<file path="src/rtl/instr_enc.sv">
// instr_enc: MIPS-subset instruction encoder feeding a 64-word instruction memory through a valid/ready write port.
// Build option: define INSTR_ENC_ILLEGAL_TRAP_EN to trap (not write) mnemonics 10-15 and raise sticky err.
module instr_enc (
  input  logic        clk,
  input  logic        reset,
  input  logic        clear,
  input  logic        in_valid,
  output logic        in_ready,
  input  logic [3:0]  mnem,
  input  logic [4:0]  rs,
  input  logic [4:0]  rt,
  input  logic [4:0]  rd,
  input  logic [15:0] imm,
  input  logic [25:0] addr26,
  output logic        wr_en,
  input  logic        wr_ready,
  output logic [5:0]  wr_addr,
  output logic [31:0] wr_data,
  output logic [6:0]  count,
  output logic        full,
  output logic        err
);
  typedef enum logic [1:0] {ST_IDLE, ST_PEND, ST_FULL} state_t;
  state_t      state, state_n;
  logic [5:0]  next_addr;
  logic [31:0] enc;
  logic        acc, done, load;
  always_comb begin
    enc = '0;
    case (mnem)
      4'd0: enc = {6'b000000, rs, rt, rd, 5'd0, 6'b100000};
      4'd1: enc = {6'b000000, rs, rt, rd, 5'd0, 6'b100010};
      4'd2: enc = {6'b000000, rs, rt, rd, 5'd0, 6'b100100};
      4'd3: enc = {6'b000000, rs, rt, rd, 5'd0, 6'b100101};
      4'd4: enc = {6'b000000, rs, rt, rd, 5'd0, 6'b101010};
      4'd5: enc = {6'b100011, rs, rt, imm};
      4'd6: enc = {6'b101011, rs, rt, imm};
      4'd7: enc = {6'b000100, rs, rt, imm};
      4'd8: enc = {6'b001000, rs, rt, imm};
      4'd9: enc = {6'b000010, addr26};
      default: enc = '0;
    endcase
  end
  assign wr_en    = state == ST_PEND;
  assign full     = count == 7'd64;
  assign in_ready = state == ST_IDLE || (state == ST_PEND && wr_ready && count < 7'd63);
  assign acc      = in_valid && in_ready;
  assign done     = wr_en && wr_ready;
`ifdef INSTR_ENC_ILLEGAL_TRAP_EN
  logic illegal, err_q;
  assign illegal = mnem > 4'd9;
  assign load    = acc && !illegal;
  assign err     = err_q;
  always_ff @(posedge clk)
    if (reset || clear) err_q <= 1'b0;
    else if (acc && illegal) err_q <= 1'b1;
`else
  assign load = acc;
  assign err  = 1'b0;
`endif
  // a completion and a new accept in the same cycle keep the pipe in PEND
  always_comb
    state_n = load ? ST_PEND : done ? (count == 7'd63 ? ST_FULL : ST_IDLE) : state;
  always_ff @(posedge clk)
    if (reset || clear) state <= ST_IDLE;
    else state <= state_n;
  always_ff @(posedge clk)
    if (reset) begin
      wr_addr   <= '0;
      wr_data   <= '0;
      count     <= '0;
      next_addr <= '0;
    end else if (clear) begin
      count     <= '0;
      next_addr <= '0;
    end else begin
      if (done) begin
        count     <= count + 7'd1;
        next_addr <= next_addr + 6'd1;
      end
      if (load) begin
        wr_data <= enc;
        wr_addr <= next_addr + {5'd0, done};
      end
    end
endmodule

</file>
<file path="config.mk">
export PLATFORM = sky130hd
export DESIGN_NAME = instr_enc
export DESIGN_NICKNAME = d
export VERILOG_FILES = /design/src/rtl/instr_enc.sv
export SDC_FILE = /design/constraint.sdc
export NUM_CORES = 1
export LEC_CHECK = 0
export CAP_MARGIN = 20
export CELL_PAD_IN_SITES_DETAIL_PLACEMENT = 0
export CELL_PAD_IN_SITES_GLOBAL_PLACEMENT = 1
export CORE_ASPECT_RATIO = 1.5
export CORE_MARGIN = 3
export CORE_UTILIZATION = 30
export DETAILED_ROUTE_END_ITERATION = 10
export GPL_TIMING_DRIVEN = 0
export HOLD_SLACK_MARGIN = 0.1
export PLACE_DENSITY_LB_ADDON = 0.1
export SLEW_MARGIN = 10
export SYNTH_ARGS = -nofsm -noshare
export SYNTH_HDL_FRONTEND = slang
export SYNTH_SLANG_ARGS = --single-unit
</file>
<file path="constraint.sdc">
create_clock -name clk -period 4.5 [get_ports clk]
set_input_delay 0.45 -clock clk [delete_from_list [all_inputs] [get_ports clk]]
set_output_delay 0.45 -clock clk [all_outputs]
set_load 0.005 [all_outputs]
</file>
* Word level (Yosys, flattened, before mapping)
Index checks and enable logic that the tools add are counted.
Word-level totals: input port bits 66, word-level logic and storage cells 38, output and inout bits 49, flip-flop bits (word level) 53
Operators by class: add/sub/neg operators 3, reduce and logical (&&, ||, !) cells 11, equality and inequality tests 12, mux-type cells 4, bitwise operators 1, $lt $le $gt $ge 1
Operators by type and width (number):
- $pmux 32 s10 | 1
- $eq 4x3->1 const B | 4
- $eq 4x2->1 const B | 2
- $eq 4x4->1 const B | 2
- $add 7x1->7 const B | 1
- $eq 7x6->1 const B | 1
- $eq 7x7->1 const B | 1
- $lt 7x6->1 const B | 1
- $add 6x1->6 | 1
- $add 6x1->6 const B | 1
- $eq 4x1->1 const B | 1
- $logic_not 4->1 | 1
- $reduce_or 2->1 | 2
- $logic_and 1x1->1 | 3
- $eq 2x1->1 const B | 1
- $logic_not 2->1 | 1
- $logic_or 1x1->1 | 2
- $mux 1 | 2
- $mux 2 | 1
- $reduce_and 2->1 | 1
- $reduce_bool 2->1 | 1
- $not 1->1 | 1

* Longest topological paths before layout
Gate-level depths: netlist of run 1.
depth after elaboration 6, mapped depth 8

* Worst setup path after synthesis of run 1
No wires, ideal clock.
path type input to register, from input port wr_ready, to register wr_addr[4], data required time 4.409 ns, path slack 2.626 ns, data arrival time 1.783 ns, cell stages on the path 8, buffers on the path 2, cell sequence and3b_1 -> clkbuf_1 -> buf_2 -> ha_1 -> ha_1 -> nand3_1 -> xor2_1 -> a311oi_1
Between the ends: longest elaborated chain between the ends 5, elaborated cells on any way between the ends 6
RTL lines:
- start, declared | RTL line 16 | input logic wr_ready,
- $logic_and 1x1->1 (*) | RTL line 48 | assign done = wr_en && wr_ready;
- via done | RTL line 27 | logic acc, done, load;
- parallel branches: the longest is 4 deep, another holds $add 6x1->6
- end signal, assigned | RTL line 83 | wr_addr <= next_addr + {5'd0, done};
- end, declared | RTL line 17 | output logic [5:0] wr_addr,
Mark *: on every way through the listed nets, which the timed path passes. A chain may end at the register's enable or synchronous reset.

* Worst setup path in the final report of run 1
from register count[0], to output port full
Between the ends: longest elaborated chain between the ends 1
RTL lines:
- start, declared | RTL line 19 | output logic [6:0] count,
- start signal, assigned | RTL line 78 | count <= count + 7'd1;
- $eq 7x7->1 | RTL line 45 | assign full = count == 7'd64;
- end, declared | RTL line 20 | output logic full,
Every way passes these cells.

==> results of run 1 <==
==> flip-flops by register name, summed over array words and instances (netlist names) <==
register	flops
wr_data	30
count	7
next_addr	6
wr_addr	6
state	2
==> report_power, final <==
group,leakage (uW),internal [uW],switching (uW),total (uW)
Sequential,0.000413,461,5.80,467
Clock,0.0000669,206,165,371
Combinational,0.000874,96.1,67.2,163
==> per-stage QoR <==
step / area, um2 / power (uW) / instances / hold WS, ns / worst slack, ns
2_1_floorplan: 2500 / 545 / 259 / 0.456 / 2.63
3_3_place_gp: 3730 / 642 / 474 / 0.444 / 1.84
3_5_place_dp: 3730 / 643 / 474 / 0.447 / 1.86
4_1_cts: 3870 / 1010 / 482 / 0.468 / 1.86
5_1_grt: 3870 / 1050 / 482 / 0.484 / 1.78
6_report: 3870 / 1000 / 482 / 0.461 / 1.86
==> cells in the mapped netlist (2+ instances only) <==
master / instances
dfxtp_1: 51
o2bb2ai_1: 25
nor2_1: 23
a22oi_1: 17
clkbuf_1: 13
xor2_1: 10
nand4_1: 9
a21oi_1: 7
inv_1: 7
o21ai_0: 7
a222oi_1: 6
buf_2: 5
ha_1: 5
nor2b_1: 5
a311oi_1: 4
a31oi_1: 4
nand2_1: 4
o21a_1: 4
o31ai_1: 4
xnor2_1: 4
and3_1: 3
buf_4: 3
mux2i_1: 3
nand3_1: 3
o2bb2ai_2: 3
a21o_1: 2
buf_6: 2
nand2b_1: 2
nand4_2: 2
==> kinds of logic (layout without fill, tap and decap cells) <==
| family | after synthesis | after routing | synth area share |
|---|---|---|---|
| AO/OA/AOI/OAI | 92 | 92 | 0.304 |
| XOR/XNOR | 14 | 14 | 0.0491 |
| other | 1 | 2 | 0.00150 |
| flip-flops | 51 | 51 | 0.409 |
| buffers and inverters | 31 | 149 | 0.0607 |
| multiplexers | 4 | 4 | 0.0165 |
| AND/OR/NAND/NOR | 60 | 60 | 0.133 |
| adder cells (fa/ha/maj) | 5 | 5 | 0.0251 |
==> layout make-up <==
type                            instances  share of cell area
Multi-Input combinational cell        177               0.342
Timing Repair Buffer                  110               0.284
Sequential cell                        51               0.264
Tap cell                              105              0.0339
Clock buffer                            6              0.0333
Buffer                                 23              0.0307
Inverter                                8             0.00840
Clock inverter                          2             0.00323
==> per-layer routing <==
layer | wire, um | up-vias
li1 | - | 1211
met1 | 2940 | 1156
met2 | 3930 | 76
met3 | 517 | 6
met4 | 87 | 0
met5 | 0 | -
==> final timing paths <==
| check | slack, ns | start | cells past startpoint | endpoint |
|---|---|---|---|---|
| max reg2reg | 2.44 | state[1]$_SDFFE_PP0P_ | 8 | wr_addr[4]$_SDFFE_PP0P_ |
| min | 0.46 | wr_data[10]$_SDFFE_PP0P_ | 1 | wr_data[10]$_SDFFE_PP0P_ |
| max | 1.86 | count[0]$_SDFFE_PP0P_ | 5 | full |
| min reg2reg | 0.46 | wr_data[10]$_SDFFE_PP0P_ | 1 | wr_data[10]$_SDFFE_PP0P_ |
==> worst register-to-register path, delay by kind of cell, from the launching register on <==
kind,cells,cell delay [ns]
simple gates,2,0.31
compound gates,1,0.25
flops,1,0.35
buf+inv,2,0.49
fa+ha+maj,2,0.41
xor+xnor,1,0.17
==> impl_metrics.csv, run 1 <==
group,metric,value,unit
pwr,ir_worst_vdd,0.171,mV
placed_design,io_buffers,110,
floorplanning,die_h,118,um
grt,use_met3,0.0505,
setup_path,critPathSlowestCell,"or4b_2",
synthesis,synthFlopType,"dfxtp_1",
grt,met1_usage,0.185,
final_layout,utilization,0.481,
sta,tightest_slew,0.914,ns
floorplanning,io_pins,115,
clock_network,cts_htree_levels,2,
grt,gr-max-usage-layer,"met2",
synthesis,synth_largest_area_cell,"dfxtp_1",
synthesis,synth_top_area_share,0.409,
setup_path,critPathCaptureType,"output pin",
final_layout,register_area,0.00102,mm2
grt,track_usage,0.162,
sta,setup_viol,0,
synthesis,ys_seq_area_frac,0.409,
routing,via_count,2449,
routing,via_per_inst,5.08,
sta,clock.fmax,0.379,GHz
synthesis,ys_types,50,
placed_design,dp_hpwl,5750,um
routing,drt_iter0_markers,105,
routing,routed_wl,7470,um
setup_path,critPathBufInv,2,
routing,drc_errors,0,
routing,drt-pass1-iter-count,4,
grt,grt_pass1_wl,12300,um
pwr,p_per_area,258,mW/mm2
floorplanning,coreArea,0.00806,mm2
sta,post-route-period-util,0.586,
final_layout,layout-drive-gt1-share,0.0796,
sta,slew_violations,0,
synthesis,ys_async_sr_fraction,0,
clock_network,clock_path_buffers,2,
synthesis,synth_seq_cells,51,
pwr,p_leak,0.00135,uW
synthesis,synth-edff-count,0,
final_layout,multi_input_area,0.00133,mm2
clock_network,post-cts-setup-buffers,0,
floorplanning,die_w,80.5,um
sta,final_hold_viol_count,0,
sta,grt_setup_unrepaired,"false",
clock_network,post_cts_resized,0,
synthesis,synthesis.area,0.00249,mm2
setup_path,crit_family,"simple AND/OR/NAND/NOR gates",
routing,wire_per_inst,15.5,um
grt,grt_pass1_vias,2502,
clock_network,clkTransAtPathRegs,0.07,ns
clock_network,clock_latency,0.28,ns
grt,grt_max_degree,16,
sta,setup_tns,0,ns
synthesis,ys.warnings.count,0,
clock_network,cts_buffers,5,
floorplanning,fp.dieArea,0.00947,mm2
setup_path,critPathLaunchType,"flip-flop",
synthesis,avgSynthCellArea,9.67,um2
grt,antenna_found_initial,0,
setup_path,cp_max_fo,7,
synthesis,post_synth_main_area_contributors,"dfxtp_1, o2bb2ai_1, a22oi_1",
run_status,outcome,"finished clean",
clock_network,clkSinkCount,51,
final_layout,nNetsFinal,447,
floorplanning,num_rows,40,
setup_path,crit_path_cell_trace,"inv_1, ha_1, or4b_2, nor3b_1, clkdlybuf4s50_1",
clock_network,cts_hold_buf,0,
synthesis,synth_cells,258,
setup_path,crit_arrival,2.19,ns
grt,met2_usage,0.288,
sta,relSlewSlack,0.386,
final_layout,area_growth,55.2,%
final_layout,final_common_cell,"clkdlybuf4s50_1",
final_layout,layout_common_cells,"clkdlybuf4s50_1, dfxtp_1, o2bb2ai_1",
final_layout,n_antenna_cell,0,
setup_path,cpPeakStageDelay,0.58,ns
floorplanning,start_util,0.310,
grt,grt_overflow,0,
routing,ant_nets,0,
min_path,hp-class,"flip-flop to flip-flop",
sta,worst_clock_skew,0.00616,ns
clock_network,root_buffer,"clkbuf_16",
final_layout,fill_cells,797,
clock_network,cts_tree,"done",
job,cap_violations,0,
setup_path,required,4.05,ns
placed_design,gp_congestion,0.795,
sta,final.min_clock_period,2.64,ns
setup_path,crit_type,"flip-flop to output pin",
Note: power is estimated with default switching activity, not from simulation.
==> inputs of run 2 (changes only) <==
==> constraint.sdc (replaced) <==
create_clock -name clk -period 2.45 [get_ports clk]
set_input_delay 0.245 -clock clk [delete_from_list [all_inputs] [get_ports clk]]
set_output_delay 0.245 -clock clk [all_outputs]
set_load 0.005 [all_outputs]
==> impl_metrics.csv, run 2 (synthesis gave the netlist of run 1 again) <==
group,metric,value,unit
routing,via_count,2449,
routing,drc_errors,0,
floorplanning,die_w,80.5,um
job,cap_violations,0,
pwr,p_switching,437,uW
setup_path,cp_max_fo,10,
sta,tightest_slew,0.914,ns
placed_design,place_area,0.00373,mm2
setup_path,cpPeakStageDelay,0.48,ns
clock_network,clock_latency,0.28,ns
routing,wl_met3,520,um
pwr,ir_worst_vdd,0.315,mV
placed_design,dp_hpwl,5750,um
floorplanning,fp.dieArea,0.00947,mm2
placed_design,io_buffers,110,
final_layout,nNetsFinal,447,
floorplanning,coreArea,0.00806,mm2
setup_path,crit_family,"buffers and inverters",
sta,final.min_clock_period,2.19,ns
sta,post-route-period-util,0.893,
routing,met2_wirelength,3930,um
final_layout,finalInstanceArea,0.00388,mm2
routing,dr.max_layer_used,"met4",
run_status,outcome,"finished clean",
pwr,p_leak,0.00137,uW
pwr,pwr-share-clk,0.370,
pwr,p_sw_frac,0.238,
setup_path,crit_path_cell_trace,"nand4_2, o221ai_4, inv_4, clkdlybuf4s50_1",
routing,drt_iter0_markers,105,
clock_network,root_buffer,"clkbuf_16",
clock_network,cts_hold_buf,0,
routing,wl_met1,2930,um
final_layout,layout-drive-gt1-share,0.0849,
clock_network,clkTransAtPathRegs,0.06,ns
sta,slew_violations,0,
setup_path,crit_arrival,1.94,ns
final_layout,utilization,0.481,
sta,relSlewSlack,0.386,
routing,routed_wl,7470,um
clock_network,cts_tree,"done",
min_path,hp-class,"input port to flip-flop",
grt,grt_overflow,0,
pwr,p_int,1400,uW
sta,final_hold_viol_count,0,
pwr,seqPwrFrac,0.466,
sta,worst_clock_skew,0.00616,ns
sta,setup_viol,0,
clock_network,cts_buffers,5,
clock_network,post_cts_resized,0,
placed_design,gp_congestion,0.795,
sta,setup_ws,0.263,ns
clock_network,clkSinkCount,51,
routing,via_per_inst,5.08,
routing,wire_per_inst,15.5,um
grt,track_usage,0.162,
setup_path,critPathLaunchType,"flip-flop",
setup_path,critPathSlowestCell,"dfxtp_1",
final_layout,n_antenna_cell,0,
final_layout,layout_common_cells,"clkdlybuf4s50_1, dfxtp_1, o2bb2ai_1",
setup_path,crit_type,"flip-flop to output pin",
final_layout,largest_reg_flops,30,
floorplanning,start_util,0.310,
grt,antenna_found_initial,0,
final_layout,top_register,"wr_data",
setup_path,critPathCaptureType,"output pin",
sta,grt_setup_unrepaired,"false",
grt,grt_pass1_vias,2502,
setup_path,required,2.20,ns
floorplanning,die_h,118,um
clock_network,post-cts-setup-buffers,0,
clock_network,clock_path_buffers,2,
routing,ant_nets,0,
floorplanning,num_rows,40,
grt,grt_pass1_wl,12300,um
pwr,combPwrFrac,0.163,
sta,setup_tns,0,ns
final_layout,final_common_cell,"clkdlybuf4s50_1",
final_layout,reg.largest.list,"wr_data x30, count x7",
routing,drt-pass1-iter-count,4,
clock_network,cts_htree_levels,2,
final_layout,fill_cells,795,
pwr,p_per_area,474,mW/mm2
floorplanning,io_pins,115,
setup_path,critPathBufInv,2,
placed_design,pre_cts_slack,0.0126,ns
grt,grt_max_degree,16,
final_layout,area_growth,55.4,%
sta,clock.fmax,0.457,GHz
run 2: cell count changes in the layout (fill, tap and decap cells not counted):
cell             before  now
clkdlybuf4s50_1     110  109
dfxtp_1              51   49
dfxtp_2               0    2
dlymetal6s2s_1        0    1
run 2: path summary, 6_finish.rpt:
path	end	cells past startpoint	slack [ns]	start
max	in_ready	4	0.26	count[2]$_SDFFE_PP0P_
min	wr_data[2]$_SDFFE_PP0P_	4	0.42	mnem[2]
max reg2reg	wr_addr[4]$_SDFFE_PP0P_	8	0.39	state[1]$_SDFFE_PP0P_
min reg2reg	wr_data[10]$_SDFFE_PP0P_	1	0.46	wr_data[10]$_SDFFE_PP0P_
run 2: tightest hold or removal path: stages:
cell       delay [ns]
buf_2            0.16
o21ai_0          0.09
a222oi_1         0.07
o2bb2ai_1        0.11
run 2: area by class of cell:
type                       instances  area [um2]  share of cell area
inverter                           8        32.5             0.00839
clock inverter                     2        12.5             0.00323
buffer                            23         119              0.0307
multi-input combinational        177        1330               0.342
sequential                        51        1020               0.264
tap                              105         131              0.0339
timing repair buffer             110        1100               0.285
clock buffer                       6         129              0.0332
run 2: metal layers:
metal | track usage | up-vias
li1 | - | 1211
met1 | 0.185 | 1156
met2 | 0.288 | 76
met3 | 0.0505 | 6
met4 | 0.0338 | 0
met5 | 0 | -
run 2: metrics by stage:
stage	hold slack [ns]	cells	total power, uW
after floorplan	0.424	259	1000
after global placement	0.444	474	1180
after detailed placement	0.447	474	1180
after CTS	0.418	482	1860
after global routing	0.459	482	1920
final	0.423	482	1840
run 2: power by group through the flow:
stage	clock (uW)	sequential (uW)	combinational [uW]
2_1_floorplan	0	877	124
3_3_place_gp	0	876	303
3_5_place_dp	0	876	304
4_1_cts	700	857	305
5_1_grt	734	859	328
6_report	681	857	300
